==> src/rtl/sha256_msg_padder_if.sv <==
// Stream interface of the SHA-256 message padder: raw message words in, padded words out.
interface sha256_msg_padder_if;
  logic        IN_VALID;
  logic        IN_READY;
  logic [31:0] IN_DATA;
  logic        IN_LAST;
  logic [2:0]  IN_BYTES;
  logic        OUT_VALID;
  logic        OUT_READY;
  logic [31:0] OUT_DATA;
  logic [3:0]  OUT_IDX;
  logic        OUT_BLOCK_LAST;

  // Host / loader side.
  modport master (
    output IN_VALID, IN_DATA, IN_LAST, IN_BYTES, OUT_READY,
    input  IN_READY, OUT_VALID, OUT_DATA, OUT_IDX, OUT_BLOCK_LAST
  );

  // Padder side.
  modport slave (
    input  IN_VALID, IN_DATA, IN_LAST, IN_BYTES, OUT_READY,
    output IN_READY, OUT_VALID, OUT_DATA, OUT_IDX, OUT_BLOCK_LAST
  );
endinterface

==> src/rtl/sha256_msg_padder.sv <==
// SHA-256 message padder: turns a stream of big-endian message words into padded 512-bit
// blocks (marker byte, zero fill, 64-bit bit length), one 32-bit word per cycle.
module sha256_msg_padder #(
  parameter int unsigned LEN_W = 64
) (
  input  logic                CLK,
  input  logic                RESET,
  sha256_msg_padder_if.slave  bus,
  output logic                BUSY
);

  typedef enum logic [2:0] {StData, StMark, StPad, StLenHi, StLenLo} state_e;

  state_e           state_q, state_d;
  logic [3:0]       idx_q;     // index of the next word loaded into the output slot
  logic [LEN_W-1:0] cnt_q, cnt_d;
  logic [63:0]      bit_len;
  logic [2:0]       nbytes;
  logic [31:0]      word;
  logic             slot_free, in_fire, out_fire, load;

  assign slot_free    = !bus.OUT_VALID || bus.OUT_READY;
  assign bus.IN_READY = (state_q == StData) && slot_free;
  assign in_fire      = bus.IN_VALID && bus.IN_READY;
  assign out_fire     = bus.OUT_VALID && bus.OUT_READY;
  assign bit_len      = 64'(cnt_q) << 3;

  // Next word to load, whether to load it, and the state after it is loaded.
  always_comb begin
    nbytes  = (bus.IN_BYTES > 3'd4) ? 3'd4 : bus.IN_BYTES;
    cnt_d   = cnt_q + LEN_W'(bus.IN_LAST ? nbytes : 3'd4);
    word    = 32'h0;
    load    = 1'b0;
    state_d = state_q;
    unique case (state_q)
      StData: begin
        load = in_fire;
        word = bus.IN_DATA;
        if (bus.IN_LAST) begin
          case (nbytes)
            3'd0:    word = 32'h8000_0000;
            3'd1:    word = {bus.IN_DATA[31:24], 24'h80_0000};
            3'd2:    word = {bus.IN_DATA[31:16], 16'h8000};
            3'd3:    word = {bus.IN_DATA[31:8], 8'h80};
            default: word = bus.IN_DATA;
          endcase
          // The length pair must land on indices 14/15.
          if (nbytes == 3'd4)     state_d = StMark;
          else if (idx_q == 4'd13) state_d = StLenHi;
          else                    state_d = StPad;
        end
      end
      StMark: begin
        load    = slot_free;
        word    = 32'h8000_0000;
        state_d = (idx_q == 4'd13) ? StLenHi : StPad;
      end
      StPad: begin
        load = slot_free;
        if (idx_q == 4'd13) state_d = StLenHi;
      end
      StLenHi: begin
        load    = slot_free;
        word    = bit_len[63:32];
        state_d = StLenLo;
      end
      StLenLo: begin
        load    = slot_free;
        word    = bit_len[31:0];
        state_d = StData;
      end
      default: state_d = StData;
    endcase
  end

  // Registered output slot, state, word index, byte counter and busy flag.
  always_ff @(posedge CLK) begin
    if (!RESET) begin
      state_q            <= StData;
      idx_q              <= 4'd0;
      cnt_q              <= '0;
      BUSY               <= 1'b0;
      bus.OUT_VALID      <= 1'b0;
      bus.OUT_DATA       <= 32'h0;
      bus.OUT_IDX        <= 4'd0;
      bus.OUT_BLOCK_LAST <= 1'b0;
    end else begin
      if (load) begin
        state_q            <= state_d;
        idx_q              <= idx_q + 4'd1;
        bus.OUT_VALID      <= 1'b1;
        bus.OUT_DATA       <= word;
        bus.OUT_IDX        <= idx_q;
        bus.OUT_BLOCK_LAST <= (state_q == StLenLo);
      end else if (out_fire) begin
        bus.OUT_VALID <= 1'b0;
      end
      // Length is already captured in the LEN_LO word, so clear for the next message.
      if (in_fire) cnt_q <= cnt_d;
      else if (load && state_q == StLenLo) cnt_q <= '0;
      // A new message accepted in the same cycle as LEN_LO keeps BUSY high.
      if (in_fire) BUSY <= 1'b1;
      else if (out_fire && bus.OUT_BLOCK_LAST) BUSY <= 1'b0;
    end
  end

endmodule
==> src/flat_wrapper.sv <==
// flat-port wrapper written by rule: the top's interface ports become plain ports
module sha256_msg_padder_flat 
#(
  parameter int unsigned LEN_W = 64
)
  (CLK, RESET, BUSY, bus_IN_VALID, bus_IN_DATA, bus_IN_LAST, bus_IN_BYTES, bus_OUT_READY, bus_IN_READY, bus_OUT_VALID, bus_OUT_DATA, bus_OUT_IDX, bus_OUT_BLOCK_LAST);
  sha256_msg_padder_if bus_i ();
  input  logic CLK;
  input  logic RESET;
  output logic BUSY;
  input wire logic [$bits(bus_i.IN_VALID)-1:0] bus_IN_VALID;
  input wire logic [$bits(bus_i.IN_DATA)-1:0] bus_IN_DATA;
  input wire logic [$bits(bus_i.IN_LAST)-1:0] bus_IN_LAST;
  input wire logic [$bits(bus_i.IN_BYTES)-1:0] bus_IN_BYTES;
  input wire logic [$bits(bus_i.OUT_READY)-1:0] bus_OUT_READY;
  output wire logic [$bits(bus_i.IN_READY)-1:0] bus_IN_READY;
  output wire logic [$bits(bus_i.OUT_VALID)-1:0] bus_OUT_VALID;
  output wire logic [$bits(bus_i.OUT_DATA)-1:0] bus_OUT_DATA;
  output wire logic [$bits(bus_i.OUT_IDX)-1:0] bus_OUT_IDX;
  output wire logic [$bits(bus_i.OUT_BLOCK_LAST)-1:0] bus_OUT_BLOCK_LAST;
  assign bus_i.IN_VALID = bus_IN_VALID;
  assign bus_i.IN_DATA = bus_IN_DATA;
  assign bus_i.IN_LAST = bus_IN_LAST;
  assign bus_i.IN_BYTES = bus_IN_BYTES;
  assign bus_i.OUT_READY = bus_OUT_READY;
  assign bus_IN_READY = bus_i.IN_READY;
  assign bus_OUT_VALID = bus_i.OUT_VALID;
  assign bus_OUT_DATA = bus_i.OUT_DATA;
  assign bus_OUT_IDX = bus_i.OUT_IDX;
  assign bus_OUT_BLOCK_LAST = bus_i.OUT_BLOCK_LAST;
  sha256_msg_padder #(.LEN_W(LEN_W)) u_core (.CLK(CLK), .RESET(RESET), .bus(bus_i), .BUSY(BUSY));
endmodule
==> config.mk <==
export PLATFORM = sky130hd
export DESIGN_NAME = sha256_msg_padder_flat
export DESIGN_NICKNAME = d
export VERILOG_FILES = /design/src/rtl/sha256_msg_padder_if.sv /design/src/rtl/sha256_msg_padder.sv /design/src/flat_wrapper.sv
export SDC_FILE = /design/constraint.sdc
export NUM_CORES = 1
export LEC_CHECK = 0
export ABC_CLOCK_PERIOD_IN_PS = 7600
export CAP_MARGIN = 20
export CELL_PAD_IN_SITES_DETAIL_PLACEMENT = 0
export CELL_PAD_IN_SITES_GLOBAL_PLACEMENT = 1
export CORE_ASPECT_RATIO = 0.6
export CORE_UTILIZATION = 40
export CTS_BUF_LIST = sky130_fd_sc_hd__clkbuf_8
export DETAILED_ROUTE_END_ITERATION = 8
export GPL_TIMING_DRIVEN = 0
export PLACE_DENSITY_LB_ADDON = 0.08
export SYNTH_ARGS = -nofsm -noshare
export SYNTH_HDL_FRONTEND = slang
export SYNTH_SLANG_ARGS = --single-unit
==> constraint.sdc <==
create_clock -name CLK -period 7.6 [get_ports CLK]
set_input_delay 2.28 -clock CLK [delete_from_list [all_inputs] [get_ports CLK]]
set_output_delay 2.28 -clock CLK [all_outputs]
set_load 0.01 [all_outputs]
; Yosys cells after proc, flatten, opt, wreduce, memory -nomap -nowiden
; Cells that the tools add are included.
[totals]
in_bits = 40
word_cells = 53
regBits = 110
[classes]
n_mux = 17
n_reduce_logical = 14
n_eq_ne = 11
add_sub_neg = 2
magnitude_cmp = 1
[ops]
columns = operator, n
row1 = case mux 32 bit (4 select lines), 2
row2 = two-way mux 64 bit, 2
row3 = adder 64 bit, 1
row4 = two-way mux 32 bit, 1
row5 = two-way mux 3 bit, 5
row6 = "equality test 3 x 2 -> 1 bit, second input constant", 4
row7 = case mux 3 bit (4 select lines), 1
row8 = "equality test 3 x 1 -> 1 bit, second input constant", 2
row9 = "equality test 3 bit, second input constant", 2
row10 = logical NOT 3 bit, 2
row11 = nonzero test 2 bit, 3
row12 = logical AND 1 bit, 5
row13 = two-way mux 1 bit, 5
row14 = "adder 4 x 1 -> 4 bit, second input constant", 1
row15 = "equality test 4 bit, second input constant", 1
row16 = OR reduction 4 bit, 1
row17 = "> comparator 3 bit, second input constant", 1
row18 = AND reduction 3 bit, 1
row19 = "inequality test 2 x 1 -> 1 bit, second input constant", 1
row20 = "inequality test 2 bit, second input constant", 1
row21 = case mux 1 bit (2 select lines), 1
row22 = logical NOT 1 bit, 1
row23 = logical OR 1 bit, 1

; Logic depth before layout (Yosys ltp)
; Gate-level depths: netlist of the first run.
[depth]
depth_word = 8
ltp_mapped = 13
ltp_nobuf = 11

; Worst setup path after synthesis of the first run
; No wires, ideal clock.
[synth_path]
kind = input port to output port
start = input port bus_OUT_READY
end = output port bus_IN_READY
required_time_ps = 5320
arrival_time_ps = 2690
setup_slack_ps = 2630
cell_stages = 2
path_cell_list = nor2b_1 -> nor2_1
[synth_via]
elab_chain_cells = 2
[synth_lines]
columns = element, line_no
row1 = from (decl), flat_wrapper.sv:15  ; input wire logic [$bits(bus_i.OUT_READY)-1:0] bus_OUT_READY;
row2 = logical OR 1 bit, sha256_msg_padder.sv:22  ; assign slot_free = !bus.OUT_VALID || bus.OUT_READY;
row3 = logical AND 1 bit, sha256_msg_padder.sv:23  ; assign bus.IN_READY = (state_q == StData) && slot_free;
row4 = to (decl), flat_wrapper.sv:16  ; output wire logic [$bits(bus_i.IN_READY)-1:0] bus_IN_READY;
; No other way between the ends.

; Worst setup path in the final report of the first run
; Same ends and word-level chain as after synthesis.

==> flow_summary.json, run 1 <==
{
  "dp_hpwl_um": 15500,
  "p_sw_uw": 406,
  "drc": 0,
  "fill_cells": 1272,
  "grtUsageTotal": 0.300,
  "cts_tree": "done",
  "pwr-share-comb": 0.232,
  "wl_per_cell_um": 22.4,
  "clock_skew_ps": 14.3,
  "synthCells": 662,
  "hold_buffers": 0,
  "vias_per_cell": 6.29,
  "rsz0062_at_grt": "no",
  "clock_sinks": 107,
  "ys_types": 56,
  "crit_arrival_ps": 3770,
  "critical_path_required_ps": 5320,
  "grt_pass1_vias": 5332,
  "finalInstanceArea_um2": 6700,
  "hold_ws_ps": 465,
  "cts_buffer_depth": 2,
  "dp_slack_ps": 1250,
  "die_area_um2": 14200,
  "avgSynthCellArea_um2": 8.28,
  "drv_slew": 0,
  "overflow": 0,
  "clkTransAtPathRegs_ps": 110,
  "cts-buffers-inserted": 9,
  "pwr-share-seq": 0.473,
  "n_antenna_cell": 0,
  "power_density_nw_per_um2": 192,
  "p_int_uw": 880,
  "worstHoldPathType": "register to register",
  "critPathKind": "input port to primary output",
  "ys_warn_count": 0,
  "wl_um": 20800,
  "swShare": 0.316,
  "drt_first_pass_iters": 8,
  "antenna_found_initial": 0,
  "nets": 800,
  "yosysMostFrequentCell": "dfxtp_1",
  "postSynthRegisterBits": 107,
  "io_buffers": 79,
  "cap_violations": 0,
  "min_from": "u_core.bus.OUT_IDX[1]$_SDFFE_PN0P_",
  "core_um2": 13100,
  "netlist_area_um2": 5480,
  "fin_ws_ps": 1550,
  "worstSkewPairLatency_ps": 390,
  "r2r_start": "u_core.cnt_q[0]$_SDFFE_PN0P_",
  "dieWidth_um": 153,
  "cpPeakStageDelay_ps": 500,
  "cp-start-kind": "input port",
  "final-setup-viol-count": 0,
  "grt_pass1_wl_um": 31500,
  "finalHoldViolCount": 0,
  "clkPwrFrac": 0.296,
  "cp_max_fo": 5,
  "synth.area.top_cells": "dfxtp_1 (39%), a222oi_1 (4.9%), nand2_1 (4.8%)",
  "r2r_slack_ps": 4200,
  "cts.htree.levels": 3,
  "start_util": 0.418,
  "dr.first_iter.drc_count": 843,
  "vdd_ir_drop_max_mv": 0.0862,
  "r2r_end": "u_core.cnt_q[28]$_SDFFE_PN0P_",
  "fin_crit_ps": 6050,
  "fmax_mhz": 165,
  "synth_common_cells": "dfxtp_1 (107), nand2_1 (70), nor2_1 (63)",
  "crit_chain": "clkdlybuf4s50_1, nor2b_1, nor2_1, clkdlybuf4s50_1",
  "hold_depth": 2,
  "rows": 32,
  "area_delta_synth_final_pct": 22.3,
  "r2r_cells": 10,
  "io_pins": 80,
  "cts_setup_buffers": 0,
  "tightest_slew_ps": 972,
  "die_h_um": 92.7,
  "fin_crit_sh": 0.796,
  "placed_area_um2": 6480,
  "grt_max_degree": 20,
  "ys_dominant_reg_cell": "dfxtp_1",
  "tns_ps": 0,
  "cts-root-buf": "clkbuf_8",
  "ctsResizeCount": 0,
  "crit_slowest_cell": "clkdlybuf4s50_1",
  "min_to": "u_core.bus.OUT_IDX[1]$_SDFFE_PN0P_",
  "num_vias": 5845,
  "cp_common_cell": "clkdlybuf4s50_1",
  "synth.top_cell.area_share": 0.391,
  "synth_edf_count": 0,
  "drt.antenna.violating_nets": 0,
  "drive_gt1_frac": 0.0514,
  "endpoint_kind": "primary output",
  "leakage_uw": 0.00220,
  "place.gp.congestion": 0.929,
  "status": "finished, final reports clean",
  "async_reset_ff_frac": 0,
  "yosysTopAreaCell": "dfxtp_1",
  "maxSlewHeadroom": 0.346,
  "synth.net_count": 708,
  "ys_seq_area_frac": 0.391
}
worst max-delay path: cells and delay by family:
| kind | cells | cell delay (ps) |
|---|---|---|
| buf+inv | 2 | 940 |
| simple gates | 2 | 550 |
worst max path at each step:
| stage | from | end | slack, ps | depth (start not counted) |
|---|---|---|---|---|
| floorplan | bus_OUT_READY | bus_IN_READY | 2630 | 2 |
| global placement | bus_IN_LAST | u_core.cnt_q[30]$_SDFFE_PN0P_ | 1350 | 12 |
| detailed placement | bus_IN_LAST | u_core.cnt_q[30]$_SDFFE_PN0P_ | 1250 | 12 |
| CTS | bus_OUT_READY | bus_IN_READY | 1550 | 4 |
| global route | bus_IN_LAST | u_core.cnt_q[56]$_SDFFE_PN0P_ | 1440 | 14 |
| finish | bus_OUT_READY | bus_IN_READY | 1550 | 4 |
cell type report:
type,count,area [um^2],area share
Tap cell,170,213,0.0317
Sequential cell,107,2140,0.320
Inverter,13,48.8,0.00728
Clock inverter,7,82.6,0.0123
Multi-Input combinational cell,500,3130,0.467
Buffer,42,161,0.0241
Clock buffer,9,124,0.0185
Timing Repair Buffer,81,803,0.120
metrics by stage:
stage | total power [uW] | cells | util
4_1_cts | 1290 | 927 | 0.511
2_1_floorplan | 777 | 662 | -
3_3_place_gp | 906 | 911 | 0.495
3_5_place_dp | 910 | 911 | 0.495
6_report | 1290 | 929 | 0.512
5_1_grt | 1350 | 929 | 0.512
cell families (layout without fill, tap and decap cells):
family / count (synthesis) / after routing / share of synthesized area
and+or+nand+nor: 300 / 300 / 0.280
AOI/OAI and AO/OA: 166 / 166 / 0.224
DFF: 107 / 107 / 0.391
buffers and inverters: 55 / 152 / 0.0384
muxes: 22 / 22 / 0.0413
adders and majority gates: 6 / 6 / 0.0151
xor gates and xnor gates: 6 / 6 / 0.00959
power groups by stage:
| stage | logic, uW | clock network [uW] | registers (uW) |
|---|---|---|---|
| after floorplan | 150 | 0 | 627 |
| after global placement | 287 | 0 | 619 |
| after detailed placement | 290 | 0 | 620 |
| after CTS | 292 | 389 | 608 |
| after global routing | 322 | 414 | 612 |
| final | 298 | 380 | 608 |
state kept, by name (all words and copies together), names as in the netlist:
signal	flops
u_core.cnt_q	61
u_core.bus.OUT_DATA	32
u_core.bus.OUT_IDX	4
u_core.idx_q	4
u_core.state_q	3
u_core.BUSY	1
u_core.bus.OUT_BLOCK_LAST	1
u_core.bus.OUT_VALID	1
layout by cell type (no fill, tap or decap), types with 10 or more instances in the layout:
master and n:
nand2_1 70, o21ai_0 19, a21oi_1 40, a2bb2oi_1 24
o211ai_1 10, nand4_1 20, or4_1 10, clkdlybuf4s50_1 79
or3_1 12, nand3_1 39, clkbuf_1 37, a222oi_1 27
mux2i_1 17, nor3_1 13, and2_1 11, inv_1 13
nand2b_1 18, nor2_1 63, dfxtp_1 107, nor4_1 14
layer usage:
metal  share of wire  vias up  global-route usage  routed length, um
met5               0        -                   0                  0
met2            0.39      325               0.406               8070
met4           0.017        0              0.0791                344
met3            0.12       30              0.0941               2580
li1                -     2692                   -                  -
met1            0.47     2798               0.446               9840
(Power assumes the default switching activity.)
==> inputs of run 2 (changes only) <==
--- a/config.mk
+++ b/config.mk
@@ -5,7 +5,7 @@
 export SDC_FILE = /design/constraint.sdc
 export NUM_CORES = 1
 export LEC_CHECK = 0
-export ABC_CLOCK_PERIOD_IN_PS = 7600
+export ABC_CLOCK_PERIOD_IN_PS = 5900
 export CAP_MARGIN = 20
 export CELL_PAD_IN_SITES_DETAIL_PLACEMENT = 0
 export CELL_PAD_IN_SITES_GLOBAL_PLACEMENT = 1
==> constraint.sdc (replaced) <==
create_clock -name CLK -period 5.9 [get_ports CLK]
set_input_delay 1.77 -clock CLK [delete_from_list [all_inputs] [get_ports CLK]]
set_output_delay 1.77 -clock CLK [all_outputs]
set_load 0.01 [all_outputs]
==> results of run 2 <==
Same layout as run 1 (identical final DEF). Status: finished, final reports clean.
Main changes from that run: setup slack after placement 1250 ps -> 55.9 ps; setup slack after layout 1550 ps -> 410 ps; start point of the critical path bus_OUT_READY -> bus_IN_LAST; end point of the critical path bus_IN_READY -> u_core.cnt_q[28]$_SDFFE_PN0P_; register-to-register setup slack 4200 ps -> 2500 ps; total power 1290 uW -> 1660 uW; worst IR drop on VDD 0.0862 mV -> 0.111 mV
==> inputs of run 3 (changes only) <==
--- a/config.mk
+++ b/config.mk
@@ -15,6 +15,7 @@
 export DETAILED_ROUTE_END_ITERATION = 8
 export GPL_TIMING_DRIVEN = 0
 export PLACE_DENSITY_LB_ADDON = 0.08
+export SKIP_CTS_REPAIR_TIMING = 1
 export SYNTH_ARGS = -nofsm -noshare
 export SYNTH_HDL_FRONTEND = slang
 export SYNTH_SLANG_ARGS = --single-unit
==> results of run 3 <==
Same layout as run 1 (identical final DEF). Status: finished, final reports clean.
Main changes from that run: setup slack after placement 1250 ps -> 55.9 ps; setup slack after layout 1550 ps -> 410 ps; start point of the critical path bus_OUT_READY -> bus_IN_LAST; end point of the critical path bus_IN_READY -> u_core.cnt_q[28]$_SDFFE_PN0P_; register-to-register setup slack 4200 ps -> 2500 ps; total power 1290 uW -> 1660 uW; worst IR drop on VDD 0.0862 mV -> 0.111 mV
